<file path="src/rtl/cc_posregister_jug2.sv">
// Player-2 horizontal position register: one-hot bus moved left/right by
// held buttons, with a first-step/auto-repeat hold timer and edge saturation.
module cc_posregister_jug2 #(
   parameter int PosREGISTER_DATAWIDTH = 8,
   parameter int INIT_POS              = 3,
   parameter int DELAY_FIRST           = 25000000,
   parameter int DELAY_REPEAT          = 10000000,
   parameter int CNT_WIDTH             = 25
) (
   input  logic                             CC_RegPOSJUG2_CLOCK_50,
   input  logic                             CC_RegPOSJUG2_RESET_InHigh,
   input  logic                             CC_RegPOSJUG2_enable_InHigh,
   input  logic                             CC_RegPOSJUG2_clear_InHigh,
   input  logic                             CC_RegPOSJUG2_left_InHigh,
   input  logic                             CC_RegPOSJUG2_right_InHigh,
   output logic [PosREGISTER_DATAWIDTH-1:0] CC_RegPOSJUG2_posjug2_OutBUS,
   output logic                             CC_RegPOSJUG2_move_OutHigh,
   output logic                             CC_RegPOSJUG2_atleft_OutHigh,
   output logic                             CC_RegPOSJUG2_atright_OutHigh
);

   localparam int W = PosREGISTER_DATAWIDTH;
   localparam logic [W-1:0]         INIT_BUS = W'(1) << INIT_POS;
   localparam logic [CNT_WIDTH-1:0] LIM_FIRST  = CNT_WIDTH'(DELAY_FIRST - 1);
   localparam logic [CNT_WIDTH-1:0] LIM_REPEAT = CNT_WIDTH'(DELAY_REPEAT - 1);

   typedef enum logic [1:0] {
      IDLE        = 2'd0,
      HOLD_FIRST  = 2'd1,
      HOLD_REPEAT = 2'd2
   } state_t;

   state_t                 state_q, state_d;
   logic                   dir_q, dir_d;      // 1 = left (toward MSB), 0 = right
   logic [CNT_WIDTH-1:0]   cnt_q, cnt_d;
   logic [W-1:0]           pos_q, pos_d;
   logic                   move_q, move_d;

   logic                   left, right;
   logic                   held, other;
   logic [W-1:0]           pos_left, pos_right;
   logic [CNT_WIDTH-1:0]   lim;

   assign left  = CC_RegPOSJUG2_left_InHigh;
   assign right = CC_RegPOSJUG2_right_InHigh;
   assign held  = dir_q ? left : right;
   assign other = dir_q ? right : left;
   assign lim   = (state_q == HOLD_REPEAT) ? LIM_REPEAT : LIM_FIRST;

   // Saturating shifts: at an edge the shifted value is simply the current one.
   assign pos_left  = pos_q[W-1] ? pos_q : (pos_q << 1);
   assign pos_right = pos_q[0]   ? pos_q : (pos_q >> 1);

   always_comb begin
      state_d = state_q;
      dir_d   = dir_q;
      cnt_d   = cnt_q;
      pos_d   = pos_q;
      move_d  = 1'b0;
      if (CC_RegPOSJUG2_clear_InHigh) begin
         state_d = IDLE;
         dir_d   = 1'b0;
         cnt_d   = '0;
         pos_d   = INIT_BUS;
      end else if (!CC_RegPOSJUG2_enable_InHigh) begin
         state_d = IDLE;
         cnt_d   = '0;
      end else begin
         case (state_q)
            IDLE: begin
               if (left ^ right) begin
                  pos_d   = left ? pos_left : pos_right;
                  move_d  = (pos_d != pos_q);
                  dir_d   = left;
                  cnt_d   = '0;
                  state_d = HOLD_FIRST;
               end
            end
            HOLD_FIRST, HOLD_REPEAT: begin
               if (held && !other) begin
                  if (cnt_q == lim) begin
                     pos_d   = dir_q ? pos_left : pos_right;
                     move_d  = (pos_d != pos_q);
                     cnt_d   = '0;
                     state_d = HOLD_REPEAT;
                  end else begin
                     cnt_d = cnt_q + 1'b1;
                  end
               end else begin
                  state_d = IDLE;
                  cnt_d   = '0;
               end
            end
            default: begin
               state_d = IDLE;
               cnt_d   = '0;
            end
         endcase
      end
   end

   always_ff @(posedge CC_RegPOSJUG2_CLOCK_50) begin
      if (CC_RegPOSJUG2_RESET_InHigh) begin
         state_q <= IDLE;
         dir_q   <= 1'b0;
         cnt_q   <= '0;
         pos_q   <= INIT_BUS;
         move_q  <= 1'b0;
      end else begin
         state_q <= state_d;
         dir_q   <= dir_d;
         cnt_q   <= cnt_d;
         pos_q   <= pos_d;
         move_q  <= move_d;
      end
   end

   assign CC_RegPOSJUG2_posjug2_OutBUS  = pos_q;
   assign CC_RegPOSJUG2_move_OutHigh    = move_q;
   assign CC_RegPOSJUG2_atleft_OutHigh  = pos_q[W-1];
   assign CC_RegPOSJUG2_atright_OutHigh = pos_q[0];

endmodule

</file>
<file path="config.mk">
export PLATFORM = sky130hd
export DESIGN_NAME = cc_posregister_jug2
export DESIGN_NICKNAME = d
export VERILOG_FILES = /design/src/rtl/cc_posregister_jug2.sv
export SDC_FILE = /design/constraint.sdc
export NUM_CORES = 1
export LEC_CHECK = 0
export CAP_MARGIN = 30
export CORE_MARGIN = 4
export CORE_UTILIZATION = 43
export CTS_CLUSTER_DIAMETER = 30
export DETAILED_ROUTE_END_ITERATION = 16
export PLACE_DENSITY_LB_ADDON = 0.2
export SETUP_SLACK_MARGIN = 0.02
export SYNTH_ARGS = -nofsm -noshare
export SYNTH_HDL_FRONTEND = slang
export SYNTH_SLANG_ARGS = --single-unit
</file>
<file path="constraint.sdc">
create_clock -name CC_RegPOSJUG2_CLOCK_50 -period 4.9 [get_ports CC_RegPOSJUG2_CLOCK_50]
set_input_delay 0.49 -clock CC_RegPOSJUG2_CLOCK_50 [delete_from_list [all_inputs] [get_ports CC_RegPOSJUG2_CLOCK_50]]
set_output_delay 0.49 -clock CC_RegPOSJUG2_CLOCK_50 [all_outputs]
set_load 0.02 [all_outputs]
</file>
# [Yosys cells after proc, flatten, opt, wreduce, memory -nomap -nowiden]
# Cells that the tools add are included.
[word_totals] ff_bits=37 word_cells=50
[op_classes] bitwise_logic=2 add_sub_neg=1 muxes=23 eq_ne=9 n_reduce_logical=10
[op_table] op="25-bit 2-to-1 mux" count=4
[op_table] op="8-bit 2-to-1 mux" count=7
[op_table] op="25-bit one-hot mux with 2 select lines" count=1
[op_table] op="25-bit by 1-bit adder with 25-bit output, second input constant" count=1
[op_table] op="25-bit == test" count=1
[op_table] op="8-bit != test" count=2
[op_table] op="8-bit one-hot mux with 2 select lines" count=1
[op_table] op="2-bit 2-to-1 mux" count=3
[op_table] op="2-bit != test, second input constant" count=3
[op_table] op="1-bit 2-to-1 mux" count=5
[op_table] op="5-bit AND reduction" count=1
[op_table] op="2-bit one-hot mux with 2 select lines" count=1
[op_table] op="2-bit OR reduction" count=2
[op_table] op="3-bit != test, second input constant" count=1
[op_table] op="3-bit AND reduction" count=1
[op_table] op="3-bit OR reduction" count=1
[op_table] op="2-bit by 1-bit == test with 1-bit output, second input constant" count=1
[op_table] op="2-bit == test, second input constant" count=1
[op_table] op="2-bit logical NOT" count=1
[op_table] op="1-bit one-hot mux with 2 select lines" count=1
[op_table] op="2-bit AND reduction" count=1
[op_table] op="2-bit nonzero test" count=1
[op_table] op="1-bit logical AND" count=1
[op_table] op="1-bit logical NOT" count=1
[op_table] op="2 further kinds" count=2

# [Logic depth before layout (Yosys ltp)]
# Gate-level depths: netlist (run 1).
[logic_depth] ltp_word=6 mapped_depth=8 depth_no_buf=7

# [Least setup slack after synthesis (run 1)]
# No wires, ideal clock.
[synth_timing] path_kind="register -> register" startpoint="reg state_q[0]" endpoint="reg cnt_q[19]" period_less_slack_ns=2.252 required_time_ns=4.766 stages_incl_launch_ff=9 path_buffers=1 setup_time_ns=0.134 slack_ns=2.648 arrival_time_ns=2.117 path_cell_list="dfxtp_1 > inv_1 > ha_1 > or4b_4 > a2111oi_4 > o211ai_4 > a21oi_4 > buf_6 > nor3_1"
[synth_between] elab_chain_len=6 elab_cells_between_ends=10 cone_classes="4 x eq/ne; 4 x mux; 2 x reduce/logical"
[synth_rtl] element="start, declared" line="33" text="state_t state_q, state_d;"
[synth_rtl] element="start signal, assigned" line="110" text="state_q <= state_d;"
[synth_rtl] element="2-bit == test" line="48, 69"
[synth_rtl] element="25-bit 2-to-1 mux" line="48" text="assign lim = (state_q == HOLD_REPEAT) ? LIM_REPEAT : LIM_FIRST;"
[synth_rtl] element="25-bit == test" line="81" text="if (cnt_q == lim) begin"
[synth_rtl] element="25-bit 2-to-1 mux" line="81"
[synth_rtl] element="25-bit 2-to-1 mux" line="80" text="if (held && !other) begin"
[synth_rtl] element="25-bit one-hot mux with 2 select lines" line="69" text="case (state_q)"
[synth_rtl] element="end signal, assigned" line="112" text="cnt_q <= cnt_d;"
[synth_rtl] element="end, declared" line="35" text="logic [CNT_WIDTH-1:0] cnt_q, cnt_d;"
# Parallel ways exist; a longest one is shown, timed or not.
# A chain may end at the register's enable or synchronous reset.

# [Final worst setup path (run 1)]
[layout_timing] startpoint="reg state_q[0]" endpoint="reg state_q[1]"
[layout_between] elab_chain_len=5 elab_cells_between_ends=10 cone_classes="5 x eq/ne; 2 x mux; 3 x reduce/logical"
[layout_rtl] element="2-bit == test" line="48, 69"
[layout_rtl] element="25-bit 2-to-1 mux" line="48"
[layout_rtl] element="25-bit == test" line="81"
[layout_rtl] element="3-bit != test (no source line)"
[layout_rtl] element="2-bit AND reduction (no source line)"
# Parallel ways exist; a longest one is shown, timed or not.

==> results of run 1 <==
[metrics by stage]
step           hold WS, ns  setup slack [ns]
2_1_floorplan        0.457              2.65
3_3_place_gp         0.479              1.95
3_5_place_dp         0.480              1.93
4_1_cts              0.491              2.12
5_1_grt              0.521              1.91
6_report             0.489              2.14
[Yosys cell counts, types with 5 or more instances]
cell type and number:
dfxtp_1 37, nor3_1 22, nand2_1 19, nor2_1 18
clkbuf_1 17, xor2_1 13, o21ai_0 12, nand3_1 11
nand4_1 10, xnor2_1 10, mux2i_1 9, nor2b_1 8
a21oi_1 7, a22oi_1 7, nand2b_1 7, and2_1 5
and3_1 5, inv_1 5, nor3_2 5
[critical path: stages (launching register included)]
cell and delay, ns:
dfxtp_1 0.35, inv_1 0.08, ha_1 0.28, or4b_4 0.53
a2111oi_4 0.41, o211ai_4 0.17, a21oi_4 0.63, mux2i_1 0.25
[sequential cells by signal (all words and copies together), names as in the netlist]
register	cells
cnt_q	25
CC_RegPOSJUG2_posjug2_OutBUS	8
dir_q	1
state_q	2
CC_RegPOSJUG2_move_OutHigh	1
[how the worst min path moves through the flow]
stage | end | slack [ns] | cells past startpoint
6_report | cnt_q[0] | 0.49 | 2
5_1_grt | cnt_q[0] | 0.52 | 2
4_1_cts | cnt_q[0] | 0.49 | 2
3_5_place_dp | cnt_q[0] | 0.48 | 2
3_3_place_gp | cnt_q[0] | 0.48 | 2
2_1_floorplan | cnt_q[0] | 0.46 | 2
[power groups by stage]
stage	clock network, uW	registers (uW)	logic (uW)
CTS	233	307	63.3
detailed placement	0	314	63.1
finish	223	307	62.9
global route	248	308	69.5
global placement	0	314	62.0
floorplan	0	312	51.1
[layer usage]
layer	share of wire	wire, um
met1	0.49	2910
met2	0.46	2720
met3	0.045	265
met4	0.0064	38
met5	0	0
[cell type report]
type                            instances  area, um2  area share
Sequential cell                        37        741       0.260
Clock buffer                            6       82.6      0.0290
Inverter                                5       18.8     0.00659
Timing Repair Buffer                   17        175      0.0615
Multi-Input combinational cell        241       1720       0.605
Tap cell                               75       93.8      0.0330
Clock inverter                          2       13.8     0.00483
[cells by family after synthesis]
logic type      count (synthesis)  share of synthesized area
flops                          37                      0.282
mux                            11                     0.0429
simple gates                  142                      0.327
xor+xnor                       23                     0.0768
compound gates                 61                      0.191
buf+inv                        31                     0.0610
fa+ha+maj                       4                     0.0191
==> run_results.csv, run 1 <==
group,metric,value,unit
setup_path,reg2reg_slack,2.14,ns
setup_path,worst_setup_path_end_kind,"register",
yosys,ys_seq_elements,37,
clock_tree,htree_levels,2,
drt,wire_per_inst,15.5,um
pwr,leakage,0.000886,uW
clock_tree,hold_buffers,0,
clock_tree,root_buffer,"clkbuf_8",
placement,hpwl,4230,um
yosys,synthArstFlopShare,0,
timing,finalMaxSlewViolations,0,
pwr,p_int,440,uW
min_path,hold_path.startpoint,"cnt_q[0]",
grt,grt_pass1_wl,10200,um
floorplanning,die-area,0.00742,mm2
finish,fin_cells,383,
setup_path,r2r_start,"state_q[0]",
grt,grt_util_met2,0.252,
pwr,power.share.combinational,0.106,
grt,grt_use_total,0.169,
yosys,netlist.area_leader.share,0.282,
yosys,ys_seq_area_frac,0.282,
clock_tree,postCtsSetupBuffers,0,
yosys,synth.area.top_cells,"dfxtp_1, xor2_1, nor3_1",
placement,port_buffers,16,
setup_path,crit_path_max_fanout,24,
placement,dpl-instance-area,0.00275,mm2
clock_tree,insertion_delay,0.29,ns
clock_tree,cts_tree,"built",
finish,diodes,0,
pwr,sw_frac_of_total,0.259,
floorplanning,io_pins,17,
finish,mostFrequentLayoutCell,"dfxtp_1",
timing,finalSetupViolCount,0,
yosys,yosysTopAreaCell,"dfxtp_1",
drt,drc,0,
yosys,synth_flop_cell,"dfxtp_1",
yosys,synth_edf_count,0,
drt,dr.pass1.iters,4,
setup_path,arrival,2.97,ns
finish,n_fill_cell,577,
timing,min_period_over_period,0.563,
floorplanning,start_util,0.443,
pwr,power_switching,153,uW
grt,use_met3,0.0307,
yosys,syn_area_per_cell,8.49,um2
grt,busiest_layer,"met2",
finish,final_core_util,0.481,
job,maxCapViolCount,0,
setup_path,required,5.11,ns
clock_tree,numClockSinks,37,
finish,finalNetCount,317,
floorplanning,die_h,86.1,um
timing,fin_worst_skew,0.00866,ns
pwr,power_density,208,mW/mm2
clock_tree,cts_resized,0,
grt,gr-usage-met1,0.252,
timing,setup-tns-final,0,ns
yosys,syn-cell-area,0.00262,mm2
setup_path,reg2regPathDepth,7,
pwr,irDropWorstVdd,0.101,mV
yosys,ys_warn_count,0,
setup_path,worstSetupPathType,"reg -> reg",
timing,hold_viol,0,
grt,grt_pass1_vias,2047,
yosys,syn_nets,319,
drt,via_per_inst,5.96,
yosys,synthDistinctLibCells,63,
pwr,power,593,uW
timing,relSlewSlack,0.514,
placement,dp_cells,375,
placement,globalplace.congestion,0.808,
timing,worstMarginPinSlew,0.728,ns
yosys,syn_inst,309,
pwr,pwr-share-seq,0.518,
drt,num_vias,2282,
drt,ant_nets,0,
floorplanning,core_area,0.00592,mm2
finish,design_area,0.00285,mm2
setup_path,startpoint_type,"register",
setup_path,rr_endpoint,"state_q[1]",
finish,areaGrowthSynthToFinish,8.54,%
clock_tree,clk_pin_slew_worst_paths,0.07,ns
drt,drt_iter0_drc,140,
timing,max_freq,362,MHz
timing,period_minus_slack,2.76,ns
grt,antenna_found_initial,0,
finish,drive_above_1_share,0.101,
clock_tree,max-clock-path-buffers,2,
clock_tree,cts_buffers,5,
status,outcome,"completed",
min_path,min_path_type,"reg -> reg",
floorplanning,die_w,86.1,um
grt,grt_overflow,0,
setup_path,cp-endpoint,"state_q[1]",
pwr,clock_power_share,0.376,
grt,grt_max_degree,25,
drt,totalWireLength,5930,um
setup_path,crit_start,"state_q[0]",
finish,mostFrequentLayoutCells,"dfxtp_1, nor3_1, nand2_1",
timing,rsz0062_at_grt,"false",
floorplanning,rows,28,
Note: power is estimated with default switching activity, not from simulation.
==> run 2: changes to the inputs <==
==> constraint.sdc (replaced) <==
create_clock -name CC_RegPOSJUG2_CLOCK_50 -period 2.4 [get_ports CC_RegPOSJUG2_CLOCK_50]
set_input_delay 0.24 -clock CC_RegPOSJUG2_CLOCK_50 [delete_from_list [all_inputs] [get_ports CC_RegPOSJUG2_CLOCK_50]]
set_output_delay 0.24 -clock CC_RegPOSJUG2_CLOCK_50 [all_outputs]
set_load 0.02 [all_outputs]
==> run 2 against run 1 <==
Against the previous run: critical path depth increased by 1; flip-flop and latch count unchanged; combinational power grew to 2.7 times the previous value; critical endpoint is now cnt_q[2]; largest cell class unchanged.
==> run_results.csv, run 2 (same netlist as run 1, synthesis figures left out) <==
group,metric,value,unit
timing,fin_worst_skew,0.00756,ns
setup_path,startpoint_type,"register",
pwr,leakage,0.000993,uW
drt,drc,0,
timing,max_freq,429,MHz
clock_tree,insertion_delay,0.29,ns
drt,wire_per_inst,16.4,um
grt,use_met3,0.0365,
job,maxCapViolCount,0,
placement,globalplace.congestion,0.814,
setup_path,worstSetupPathType,"reg -> reg",
finish,largest_reg_flops,25,
finish,mostFrequentLayoutCells,"dfxtp_1, nor3_1, nand2_1",
timing,timing.final.ws_setup,0.0700,ns
finish,areaGrowthSynthToFinish,16.1,%
finish,fin_cells,401,
clock_tree,numClockSinks,37,
setup_path,cp_top_family,"compound AO/OA/AOI/OAI gates",
placement,hpwl,4490,um
placement,post-place-ws,0.00978,ns
drt,via_per_inst,5.92,
timing,relSlewSlack,0.479,
finish,diodes,0,
placement,dp_cells,389,
setup_path,critPathMaxStageDelay,0.51,ns
grt,grt_overflow,0,
finish,mostFrequentLayoutCell,"dfxtp_1",
grt,grt_pass1_wl,10800,um
finish,finalNetCount,335,
drt,num_vias,2372,
drt,dr.pass1.iters,4,
grt,grt_pass1_vias,2170,
setup_path,crit_path_max_fanout,6,
setup_path,slowest_stage,"or4b_4",
timing,min_period_over_period,0.971,
floorplanning,core_area,0.00592,mm2
drt,drt_iter0_drc,155,
clock_tree,cts_buffers,5,
setup_path,path_buf_inv,2,
timing,setup-tns-final,0,ns
grt,grt_use_total,0.180,
floorplanning,start_util,0.443,
grt,antenna_found_initial,0,
drt,totalWireLength,6580,um
pwr,irDropWorstVdd,0.236,mV
timing,period_minus_slack,2.33,ns
floorplanning,die_h,86.1,um
setup_path,worst_setup_path_end_kind,"register",
clock_tree,root_buffer,"clkbuf_8",
placement,port_buffers,16,
status,outcome,"completed",
finish,drive_above_1_share,0.160,
grt,grt_util_met2,0.267,
timing,finalMaxSlewViolations,0,
floorplanning,die-area,0.00742,mm2
grt,grt_max_degree,28,
setup_path,arrival,2.50,ns
timing,finalSetupViolCount,0,
drt,ant_nets,0,
grt,gr-usage-met1,0.262,
grt,busiest_layer,"met2",
setup_path,worstPathCellList,"inv_2 > ha_4 > or4b_4 > a2111oi_4 > o211ai_4 > a21oi_4 > clkbuf_16 > nor3_2",
pwr,power_density,449,mW/mm2
timing,worstMarginPinSlew,0.775,ns
floorplanning,rows,28,
clock_tree,cts_tree,"built",
floorplanning,die_w,86.1,um
timing,hold_viol,0,
clock_tree,clk_pin_slew_worst_paths,0.07,ns
min_path,min_path_type,"reg -> reg",
clock_tree,max-clock-path-buffers,2,
clock_tree,htree_levels,2,
setup_path,required,2.57,ns
floorplanning,io_pins,17,
finish,max_flop_register,"cnt_q",
run 2: where the power goes:
group	internal (uW)	total (uW)	switching, uW
sequential	617	627	9.89
combinational	75.1	169	93.9
clock	338	573	235
total	1030	1370	338
run 2: path summary, 6_finish.rpt:
check	to	startpoint	slack, ns	cells after the start
setup / recovery	cnt_q[2]	state_q[0]	0.07	8
hold / removal	cnt_q[0]	cnt_q[0]	0.49	2
setup reg to reg	cnt_q[2]	state_q[0]	0.07	8
hold reg to reg	cnt_q[0]	cnt_q[0]	0.49	2
run 2: through the flow:
stage / util / instance area (um2) / hold slack, ns / total power, uW
CTS: 0.504 / 2980 / 0.499 / 1360
detailed placement: 0.483 / 2860 / 0.487 / 791
finish: 0.515 / 3050 / 0.491 / 1370
floorplan: - / 2620 / 0.457 / 742
global route: 0.515 / 3050 / 0.526 / 1420
global placement: 0.483 / 2860 / 0.478 / 790
run 2: layout make-up:
class / instances / area, um2
Inverter: 5 / 18.8
Sequential cell: 37 / 742
Timing Repair Buffer: 35 / 337
Fill cell: 572 / 2870
Clock inverter: 2 / 37.5
Tap cell: 75 / 93.8
Clock buffer: 6 / 82.6
Multi-Input combinational cell: 241 / 1740
run 2: worst min-delay path, delay by kind of cell (launching register included):
| kind | cells | cell delay [ns] |
|---|---|---|
| flip-flops | 1 | 0.34 |
| AND/OR/NAND/NOR | 1 | 0.06 |
| AO/OA/AOI/OAI | 1 | 0.05 |
run 2: routing by layer:
metal	wire (um)	vias up
li1	-	1188
met1	3330	1124
met2	2890	54
met3	296	6
met4	51	0
met5	0	-
run 2: what timing repair did:
action                     CTS  global route
setup buffers                0             2
gates resized for setup      0             4
hold buffers                 0             0
pin swaps                    2             3
setup endpoints to repair   17            25
gates cloned                 0             2
